**config.mk**
```make
export PLATFORM = sky130hd
export DESIGN_NAME = stream_extreme_tracker_flat
export DESIGN_NICKNAME = d
export VERILOG_FILES = /design/src/rtl/stream_extreme_tracker_if.sv /design/src/rtl/stream_extreme_tracker.sv /design/src/flat_wrapper.sv
export SDC_FILE = /design/constraint.sdc
export NUM_CORES = 1
export LEC_CHECK = 0
export CAP_MARGIN = 25
export CORE_ASPECT_RATIO = 0.9
export CORE_MARGIN = 5
export CORE_UTILIZATION = 49
export CTS_CLUSTER_DIAMETER = 40
export DETAILED_ROUTE_END_ITERATION = 8
export MAX_ROUTING_LAYER = met4
export PLACE_DENSITY = 0.78
export SYNTH_ARGS = -nofsm -noshare
export SYNTH_HDL_FRONTEND = slang
export SYNTH_SLANG_ARGS = --single-unit
```
**constraint.sdc**
```tcl
create_clock -name clk -period 2.7 [get_ports clk]
set_clock_uncertainty 0.2 [all_clocks]
set_input_delay 0.54 -clock clk [delete_from_list [all_inputs] [get_ports clk]]
set_output_delay 0.54 -clock clk [all_outputs]
set_load 0.02 [all_outputs]
```
**src/rtl/stream_extreme_tracker_if.sv**
```systemverilog
// Sample-stream and result-channel bundle for stream_extreme_tracker.
//
// Sample channel : in_valid, in_data[WIDTH], in_last (source -> tracker),
//                  in_ready (tracker -> source).
// Result channel : out_valid, out_value[WIDTH], out_index[IDX_W],
//                  out_count[IDX_W], out_all_eq, out_ovf (tracker -> consumer),
//                  out_ready (consumer -> tracker).
//
// modport slave  : the tracker's view.
// modport master : the view of the environment (sample source + consumer).
interface stream_extreme_tracker_if #(
    parameter int WIDTH = 4,
    parameter int IDX_W = 8
);
    logic             in_valid;
    logic [WIDTH-1:0] in_data;
    logic             in_last;
    logic             in_ready;

    logic             out_valid;
    logic             out_ready;
    logic [WIDTH-1:0] out_value;
    logic [IDX_W-1:0] out_index;
    logic [IDX_W-1:0] out_count;
    logic             out_all_eq;
    logic             out_ovf;

    modport slave (
        input  in_valid, in_data, in_last, out_ready,
        output in_ready, out_valid, out_value, out_index, out_count,
               out_all_eq, out_ovf
    );

    modport master (
        output in_valid, in_data, in_last, out_ready,
        input  in_ready, out_valid, out_value, out_index, out_count,
               out_all_eq, out_ovf
    );
endinterface

```
**src/rtl/stream_extreme_tracker.sv**
```systemverilog
// Streaming max/min tracker. Scans one frame of WIDTH-bit samples and reports
// the extreme value, the beat index of its first occurrence, the saturating
// beat count, whether all beats were equal, and a count-overflow flag.
//
// Parameters:
//   WIDTH  - sample width (>= 1)
//   IDX_W  - width of index and count fields
//   SIGNED - 0: unsigned compare, 1: two's-complement compare
//
// Ports:
//   clk    - rising-edge clock
//   rst    - synchronous active-high reset
//   start  - begin a frame (honoured only in IDLE)
//   mode   - 0: maximum, 1: minimum; latched with start
//   busy   - high while a frame is in progress or its result is pending
//   bus    - sample stream in / result out (stream_extreme_tracker_if.slave)
module stream_extreme_tracker #(
    parameter int WIDTH  = 4,
    parameter int IDX_W  = 8,
    parameter int SIGNED = 0
) (
    input  logic clk,
    input  logic rst,
    input  logic start,
    input  logic mode,
    output logic busy,
    stream_extreme_tracker_if.slave bus
);

    typedef enum logic [1:0] {
        IDLE  = 2'd0,
        ACCUM = 2'd1,
        DONE  = 2'd2
    } state_t;

    state_t           state;
    state_t           state_next;

    logic             mode_q;
    logic [WIDTH-1:0] value_q;
    logic [WIDTH-1:0] first_q;
    logic [IDX_W-1:0] index_q;
    logic [IDX_W-1:0] count_q;
    logic             all_eq_q;
    logic             ovf_q;

    logic             in_ready_d;
    logic             out_valid_d;
    logic             busy_d;

    logic             accept;
    logic             first_beat;
    logic             count_sat;
    logic             better;

    assign accept     = bus.in_valid && in_ready_d;
    // count is cleared on start and never wraps, so zero means no beat yet.
    assign first_beat = (count_q == '0);
    assign count_sat  = &count_q;

    // Strict compare so ties keep the earlier index.
    always_comb begin
        better = 1'b0;
        if (SIGNED != 0) begin
            if (mode_q) better = $signed(bus.in_data) < $signed(value_q);
            else        better = $signed(bus.in_data) > $signed(value_q);
        end else begin
            if (mode_q) better = bus.in_data < value_q;
            else        better = bus.in_data > value_q;
        end
    end

    // NOTE: sequential state uses non-blocking assignments so every register
    // samples pre-edge values, independent of block ordering.
    always_ff @(posedge clk) begin
        if (rst) state <= IDLE;
        else     state <= state_next;
    end

    // NOTE: every output of this block gets a default first, so no path
    // through the case leaves a signal unassigned and no latch is inferred.
    always_comb begin
        state_next  = state;
        in_ready_d  = 1'b0;
        out_valid_d = 1'b0;
        busy_d      = 1'b0;
        case (state)
            IDLE: begin
                if (start) state_next = ACCUM;
            end
            ACCUM: begin
                in_ready_d = 1'b1;
                busy_d     = 1'b1;
                if (bus.in_valid && bus.in_last) state_next = DONE;
            end
            DONE: begin
                out_valid_d = 1'b1;
                busy_d      = 1'b1;
                if (bus.out_ready) state_next = IDLE;
            end
            default: state_next = IDLE;
        endcase
    end

    // NOTE: all datapath registers are reset, including first_q, so the
    // result fields read as defined zeros straight out of reset.
    always_ff @(posedge clk) begin
        if (rst) begin
            mode_q   <= 1'b0;
            value_q  <= '0;
            first_q  <= '0;
            index_q  <= '0;
            count_q  <= '0;
            all_eq_q <= 1'b0;
            ovf_q    <= 1'b0;
        end else begin
            case (state)
                IDLE: begin
                    if (start) begin
                        mode_q   <= mode;
                        count_q  <= '0;
                        all_eq_q <= 1'b0;
                        ovf_q    <= 1'b0;
                    end
                end
                ACCUM: begin
                    if (accept) begin
                        if (first_beat) begin
                            value_q  <= bus.in_data;
                            first_q  <= bus.in_data;
                            index_q  <= '0;
                            count_q  <= IDX_W'(1);
                            all_eq_q <= 1'b1;
                        end else begin
                            // count_q is the current beat number; once
                            // saturated it is all-ones, which is exactly the
                            // index reported for post-saturation extremes.
                            if (better) begin
                                value_q <= bus.in_data;
                                index_q <= count_q;
                            end
                            if (bus.in_data != first_q) all_eq_q <= 1'b0;
                            if (count_sat) ovf_q   <= 1'b1;
                            else           count_q <= count_q + IDX_W'(1);
                        end
                    end
                end
                default: ;
            endcase
        end
    end

    assign busy           = busy_d;
    assign bus.in_ready   = in_ready_d;
    assign bus.out_valid  = out_valid_d;
    assign bus.out_value  = value_q;
    assign bus.out_index  = index_q;
    assign bus.out_count  = count_q;
    assign bus.out_all_eq = all_eq_q;
    assign bus.out_ovf    = ovf_q;

endmodule

```
**src/flat_wrapper.sv**
```systemverilog
// flat-port wrapper written by rule: the top's interface ports become plain ports
module stream_extreme_tracker_flat 
#(
    parameter int WIDTH  = 4,
    parameter int IDX_W  = 8,
    parameter int SIGNED = 0
)
  (clk, rst, start, mode, busy, bus_in_valid, bus_in_data, bus_in_last, bus_out_ready, bus_in_ready, bus_out_valid, bus_out_value, bus_out_index, bus_out_count, bus_out_all_eq, bus_out_ovf);
  stream_extreme_tracker_if #(.WIDTH(WIDTH), .IDX_W(IDX_W)) bus_i ();
  input  logic clk;
  input  logic rst;
  input  logic start;
  input  logic mode;
  output logic busy;
  input wire logic [$bits(bus_i.in_valid)-1:0] bus_in_valid;
  input wire logic [$bits(bus_i.in_data)-1:0] bus_in_data;
  input wire logic [$bits(bus_i.in_last)-1:0] bus_in_last;
  input wire logic [$bits(bus_i.out_ready)-1:0] bus_out_ready;
  output wire logic [$bits(bus_i.in_ready)-1:0] bus_in_ready;
  output wire logic [$bits(bus_i.out_valid)-1:0] bus_out_valid;
  output wire logic [$bits(bus_i.out_value)-1:0] bus_out_value;
  output wire logic [$bits(bus_i.out_index)-1:0] bus_out_index;
  output wire logic [$bits(bus_i.out_count)-1:0] bus_out_count;
  output wire logic [$bits(bus_i.out_all_eq)-1:0] bus_out_all_eq;
  output wire logic [$bits(bus_i.out_ovf)-1:0] bus_out_ovf;
  assign bus_i.in_valid = bus_in_valid;
  assign bus_i.in_data = bus_in_data;
  assign bus_i.in_last = bus_in_last;
  assign bus_i.out_ready = bus_out_ready;
  assign bus_in_ready = bus_i.in_ready;
  assign bus_out_valid = bus_i.out_valid;
  assign bus_out_value = bus_i.out_value;
  assign bus_out_index = bus_i.out_index;
  assign bus_out_count = bus_i.out_count;
  assign bus_out_all_eq = bus_i.out_all_eq;
  assign bus_out_ovf = bus_i.out_ovf;
  stream_extreme_tracker #(.WIDTH(WIDTH), .IDX_W(IDX_W), .SIGNED(SIGNED)) u_core (.clk(clk), .rst(rst), .start(start), .mode(mode), .busy(busy), .bus(bus_i));
endmodule
```
# Word level (Yosys, flattened, before mapping)
# Cells that the tools add are included.
op_classes:
  n_reduce_logical: 15
  n_lt_le_gt_ge: 2
  eq_ne: 11
  n_addsub: 1
  muxes: 26
ops:
  columns: ["cell", "count"]
  rows:
  - ["$mux 8", 6]
  - ["$pmux 8 s2", 1]
  - ["$mux 1", 11]
  - ["$reduce_and 3->1", 3]
  - ["$add 8x1->8 const B", 1]
  - ["$logic_not 8->1", 1]
  - ["$mux 4", 2]
  - ["$reduce_and 4->1", 2]
  - ["$reduce_and 8->1", 1]
  - ["$mux 2", 3]
  - ["$ne 2x1->1 const B", 3]
  - ["$ne 2x2->1 const B", 3]
  - ["$pmux 2 s3", 1]
  - ["$reduce_and 5->1", 1]
  - ["$gt 4x4->1", 1]
  - ["$lt 4x4->1", 1]
  - ["$ne 4x4->1", 1]
  - ["$pmux 1 s2", 2]
  - ["$reduce_bool 2->1", 2]
  - ["$ne 3x1->1 const B", 1]
  - ["$ne 3x2->1 const B", 1]
  - ["$eq 2x1->1 const B", 1]
  - ["$eq 2x2->1 const B", 1]
  - ["$logic_and 1x1->1", 2]
  - ["3 further kinds", 3]
totals:
  input_bits: 11
  ff_bits: 29

# Depth between registers and ports, before layout
depth:
  ltp_word: 5
  mapped_depth: 8
  depth_no_buf: 7

# Worst setup path after synthesis
# Ideal clock, no wire load.
synth_timing:
  kind: "input port to flip-flop"
  start: "input port bus_in_data[3]"
  end: "register u_core.value_q[0] (netlist: u_core.bus.out_value[0])"
  path_slack_ps: 434
  required_ps: 2378
  arrival_ps: 1944
  path_stages: 6
  setup_ps: 122
  path_cell_list: "ha_1 > a21oi_1 > o22ai_2 > a311oi_1 > or3_1 > a21oi_1"
synth_between:
  elab_chain_cells: 4
  word_cells_on_any_way: 5
  classes_between: "order compare (2); mux (1); reduce/logical (2)"
synth_rtl:
  columns: ["element", "line_no", "rtl"]
  rows:
  - ["from (decl)", "flat_wrapper.sv:16", "input wire logic [$bits(bus_i.in_data)-1:0] bus_in_data;"]
  - ["$gt 4x4->1 or $lt 4x4->1 (tied branches)", "stream_extreme_tracker.sv:69, stream_extreme_tracker.sv:68", null]
  - ["$mux 1 *", "stream_extreme_tracker.sv:68", "if (mode_q) better = bus.in_data < value_q;"]
  - ["$reduce_bool 2->1 (no line) *", null, null]
  - ["$reduce_and 3->1 (no line) *", null, null]
  - ["to (signal assigned)", "stream_extreme_tracker.sv:129", "value_q <= bus.in_data;"]
  - ["to (signal assigned)", "stream_extreme_tracker.sv:139", "value_q <= bus.in_data;"]
  - ["to (decl)", "stream_extreme_tracker.sv:40", "logic [WIDTH-1:0] value_q;"]
# Every way passes the cells marked *; elsewhere a longest branch is shown, timed or not.
# A chain may end at the register's enable or synchronous reset.

# Worst setup path in the final report
layout_timing:
  start: "input port bus_in_data[0]"
  end: "register u_core.value_q[0] (netlist: u_core.bus.out_value[0])"
layout_between:
  elab_chain_cells: 4
  word_cells_on_any_way: 7
  classes_between: "order compare (2); mux (3); reduce/logical (2)"
layout_rtl:
  columns: ["element", "line_no"]
  rows:
  - ["$gt 4x4->1 or $lt 4x4->1 (tied branches)", "stream_extreme_tracker.sv:69, stream_extreme_tracker.sv:68"]
  - ["$mux 1", "stream_extreme_tracker.sv:68"]
  - ["$reduce_bool 2->1 (no line)", null]
  - ["$reduce_and 3->1 (no line)", null]
# Several ways; a longest one is shown, not always the timed one. The select of a mux whose other input is x is not followed.

==> metrics.cfg <==
[critical_path]
reg2reg_depth = 8
crit_start = bus_in_data[0]
cp-start-kind = primary input
ff2ff_setup_slack_ps = 410
cp_slowest_stage_delay_ps = 480
worstPathMaxFanout = 9
cpMaxStageDelayCell = clkdlybuf4s50_1
critPathBufInv = 3
path_cells = clkdlybuf4s50_1 > inv_1 > ha_1 > a41oi_1 > o2111a_1 > a311oi_1 > buf_4 > or3_1 > a21oi_1
cp-end-kind = flop
arrival_ps = 2490
r2r-start = u_core.bus.out_count[1]
rr_endpoint = u_core.bus.out_value[0]
required_ps = 2750
crit_type = primary input to flop
cp_top_family = buffers and inverters

[job]
maxCapViolCount = 0

[clock_tree]
clock_sinks = 29
cts_htree_levels = 2
clockBufferDepth = 2
clockRootBuffer = clkbuf_4
post_cts_resize_count = 0
cts_tree = done
cts_inserted_buffers = 5
clkTransAtPathRegs_ps = 80
cts_setup_buffers = 0
clock_latency_ps = 320
hold_buffers = 0

[timing]
fin_crit_ps = 2440
tightest_slew_ps = 536
finalWorstSetupSlack_ps = 257
period_share = 0.905
final-setup-viol-count = 0
rsz0062_at_grt = false
hold_viol = 0
relSlewSlack = 0.641
final-max-slew-violation-count = 0
fmax_ghz = 0.409

[logic_synthesis]
yosys-top-cells-area = dfxtp_1 (37%), ha_1 (7.2%), a21oi_1 (6.1%), mux2i_1 (5.8%), o21ai_0 (4.8%)
synth-warning-count = 0
synth.avg_cell_area_um2 = 8.65
yosys.area.top_type_share = 0.371
syn_inst = 181
synth-seq-cells = 29
synth_cell_types = 36
synth_nets = 201
synth_top_cell_by_area = dfxtp_1
syn_area_um2 = 1570
yosysSeqAreaShare = 0.371

[min_path]
hold_start = u_core.bus.out_index[7]
worstHoldPathCells = 2
hold_path_class = flop to flop
min_to = u_core.bus.out_index[7]

[global_routing]
overflow = 0
grt_use_total = 0.195
grt_pass1_wl_um = 6820
grt_antenna_before_repair = 0
grt_pass1_vias = 1469
grt_start_max_net_pins = 21

[floorplanning]
core-area_um2 = 3070
die_height_um = 63.6
io_pins = 36
rows = 19
die_w_um = 69.6
start_util = 0.510
dieArea_um2 = 4430

[place]
dpl.hpwl_um = 3190
gp_congestion = 0.906
port_buffers = 35
pre_cts_slack_ps = -52.9

[run_status]
status = finished, final reports clean

[pwr]
powerDensity_nw_per_um2 = 629
p_sw_mw = 0.487
internal_power_mw = 0.819
combPwrFrac = 0.421
power_leakage_nw = 0.789
switching_share = 0.373
total_power_mw = 1.31
clkPwrFrac = 0.200
max-vdd-ir-drop_mv = 0.719
share_seq_of_total_power = 0.379

[routing]
wl_met1_um = 1800
num_vias = 1522
dr.pass1.iters = 4
detail-route-antenna-nets = 0
wl_met3_um = 224
drc_errors = 0
vias_per_cell = 5.64
wl_met2_um = 2020
wl_per_cell_um = 15.1
totalWireLength_um = 4090
highest_layer = met4
drtIter0Drc = 159

[finish]
syn_to_final_growth_pct = 32.8
drive_gt1_frac = 0.105
fillers = 260
nNetsFinal = 248
n_antenna_cell = 0

worst min-delay path, stage by stage, from the launching register on:
cell and delay, ps:
dfxtp_1 330, nand2b_1 60, mux2i_1 60
cells in the mapped netlist:
| master | instances |
|---|---|
| dfxtp_1 | 29 |
| a21oi_1 | 19 |
| o21ai_0 | 15 |
| nor2_1 | 14 |
| inv_1 | 12 |
| ha_1 | 9 |
| mux2i_1 | 9 |
| nand2_1 | 8 |
| nand2b_1 | 7 |
| nand3_1 | 7 |
| nand4_1 | 7 |
| or3_1 | 5 |
| buf_2 | 4 |
| nor2b_1 | 4 |
| o22ai_1 | 4 |
| xnor2_1 | 4 |
| a41o_1 | 2 |
| a41oi_1 | 2 |
| clkbuf_1 | 2 |
| nand4b_1 | 2 |
| a211o_1 | 1 |
| a211oi_1 | 1 |
| a221oi_1 | 1 |
| a311o_2 | 1 |
| a311oi_1 | 1 |
| nand3_2 | 1 |
| nand3_4 | 1 |
| o2111a_1 | 1 |
| o211ai_1 | 1 |
| o22ai_2 | 1 |
| o31ai_1 | 1 |
| o41ai_2 | 1 |
| or2_0 | 1 |
| or2b_1 | 1 |
| or3_2 | 1 |
| or4b_4 | 1 |
worst max path at each step:
| stage | to | slack [ps] | cells after the start |
|---|---|---|---|
| global route | u_core.bus.out_value[0] | 180 | 9 |
| floorplan | u_core.bus.out_value[0] | 430 | 6 |
| detailed placement | u_core.bus.out_value[0] | -50 | 9 |
| CTS | u_core.bus.out_value[0] | 270 | 9 |
| global placement | u_core.bus.out_value[0] | 30 | 9 |
| finish | u_core.bus.out_value[0] | 260 | 9 |
metrics by stage:
step | cell area [µm²] | std cells | hold slack [ps] | util | setup TNS, ps
2_1_floorplan | 1570 | 181 | 275 | - | 0
3_3_place_gp | 2020 | 263 | 260 | 0.660 | 0
3_5_place_dp | 2020 | 263 | 278 | 0.660 | -153
4_1_cts | 2080 | 270 | 292 | 0.678 | 0
5_1_grt | 2080 | 270 | 315 | 0.678 | 0
6_report | 2080 | 270 | 288 | 0.678 | 0
layout make-up:
type | instances | area [µm²] | area share
tap | 42 | 52.6 | 0.0253
clock buffer | 7 | 55.1 | 0.0265
multi-input combinational | 134 | 912 | 0.439
inverter | 12 | 45.0 | 0.0217
timing repair buffer | 46 | 433 | 0.208
sequential | 29 | 581 | 0.279
power groups by stage:
stage	Clock (mW)	Combinational, mW	Sequential (mW)
4_1_cts	0.261	0.551	0.494
6_report	0.262	0.550	0.495
3_5_place_dp	0	0.546	0.504
2_1_floorplan	0	0.357	0.513
5_1_grt	0.279	0.603	0.499
3_3_place_gp	0	0.525	0.501
cells by family after synthesis:
family          Yosys count  synth area share
flops                    29             0.371
xor+xnor                  4            0.0224
simple gates             60             0.218
fa+ha+maj                 9            0.0719
buf+inv                  18            0.0464
compound gates           52             0.213
mux                       9            0.0576
flip-flops by register name (all words and copies together) (netlist names):
name / flops
u_core.bus.out_count: 8
u_core.bus.out_index: 8
u_core.bus.out_value: 4
u_core.first_q: 4
u_core.state: 2
u_core.bus.out_all_eq: 1
u_core.bus.out_ovf: 1
u_core.mode_q: 1
cells in the final DEF (no fill, tap or decap), types with 2 or more instances in the layout:
cell type        count
a21oi_1             19
a41o_1               2
a41oi_1              2
buf_4               11
clkbuf_4             5
clkdlybuf4s50_1     35
dfxtp_1             29
ha_1                 9
inv_1               12
mux2i_1              9
nand2_1              8
nand2b_1             7
nand3_1              7
nand4_1              7
nand4b_1             2
nor2_1              14
nor2b_1              4
o21ai_0             15
o22ai_1              4
or3_1                5
xnor2_1              4
routing by layer:
| metal | vias up | global-route usage |
|---|---|---|
| met5 | - | - |
| met4 | 0 | 0.0610 |
| met3 | 6 | 0.0493 |
| met2 | 43 | 0.320 |
| met1 | 713 | 0.236 |
| li1 | 760 | - |
(Power assumes the default switching activity.)
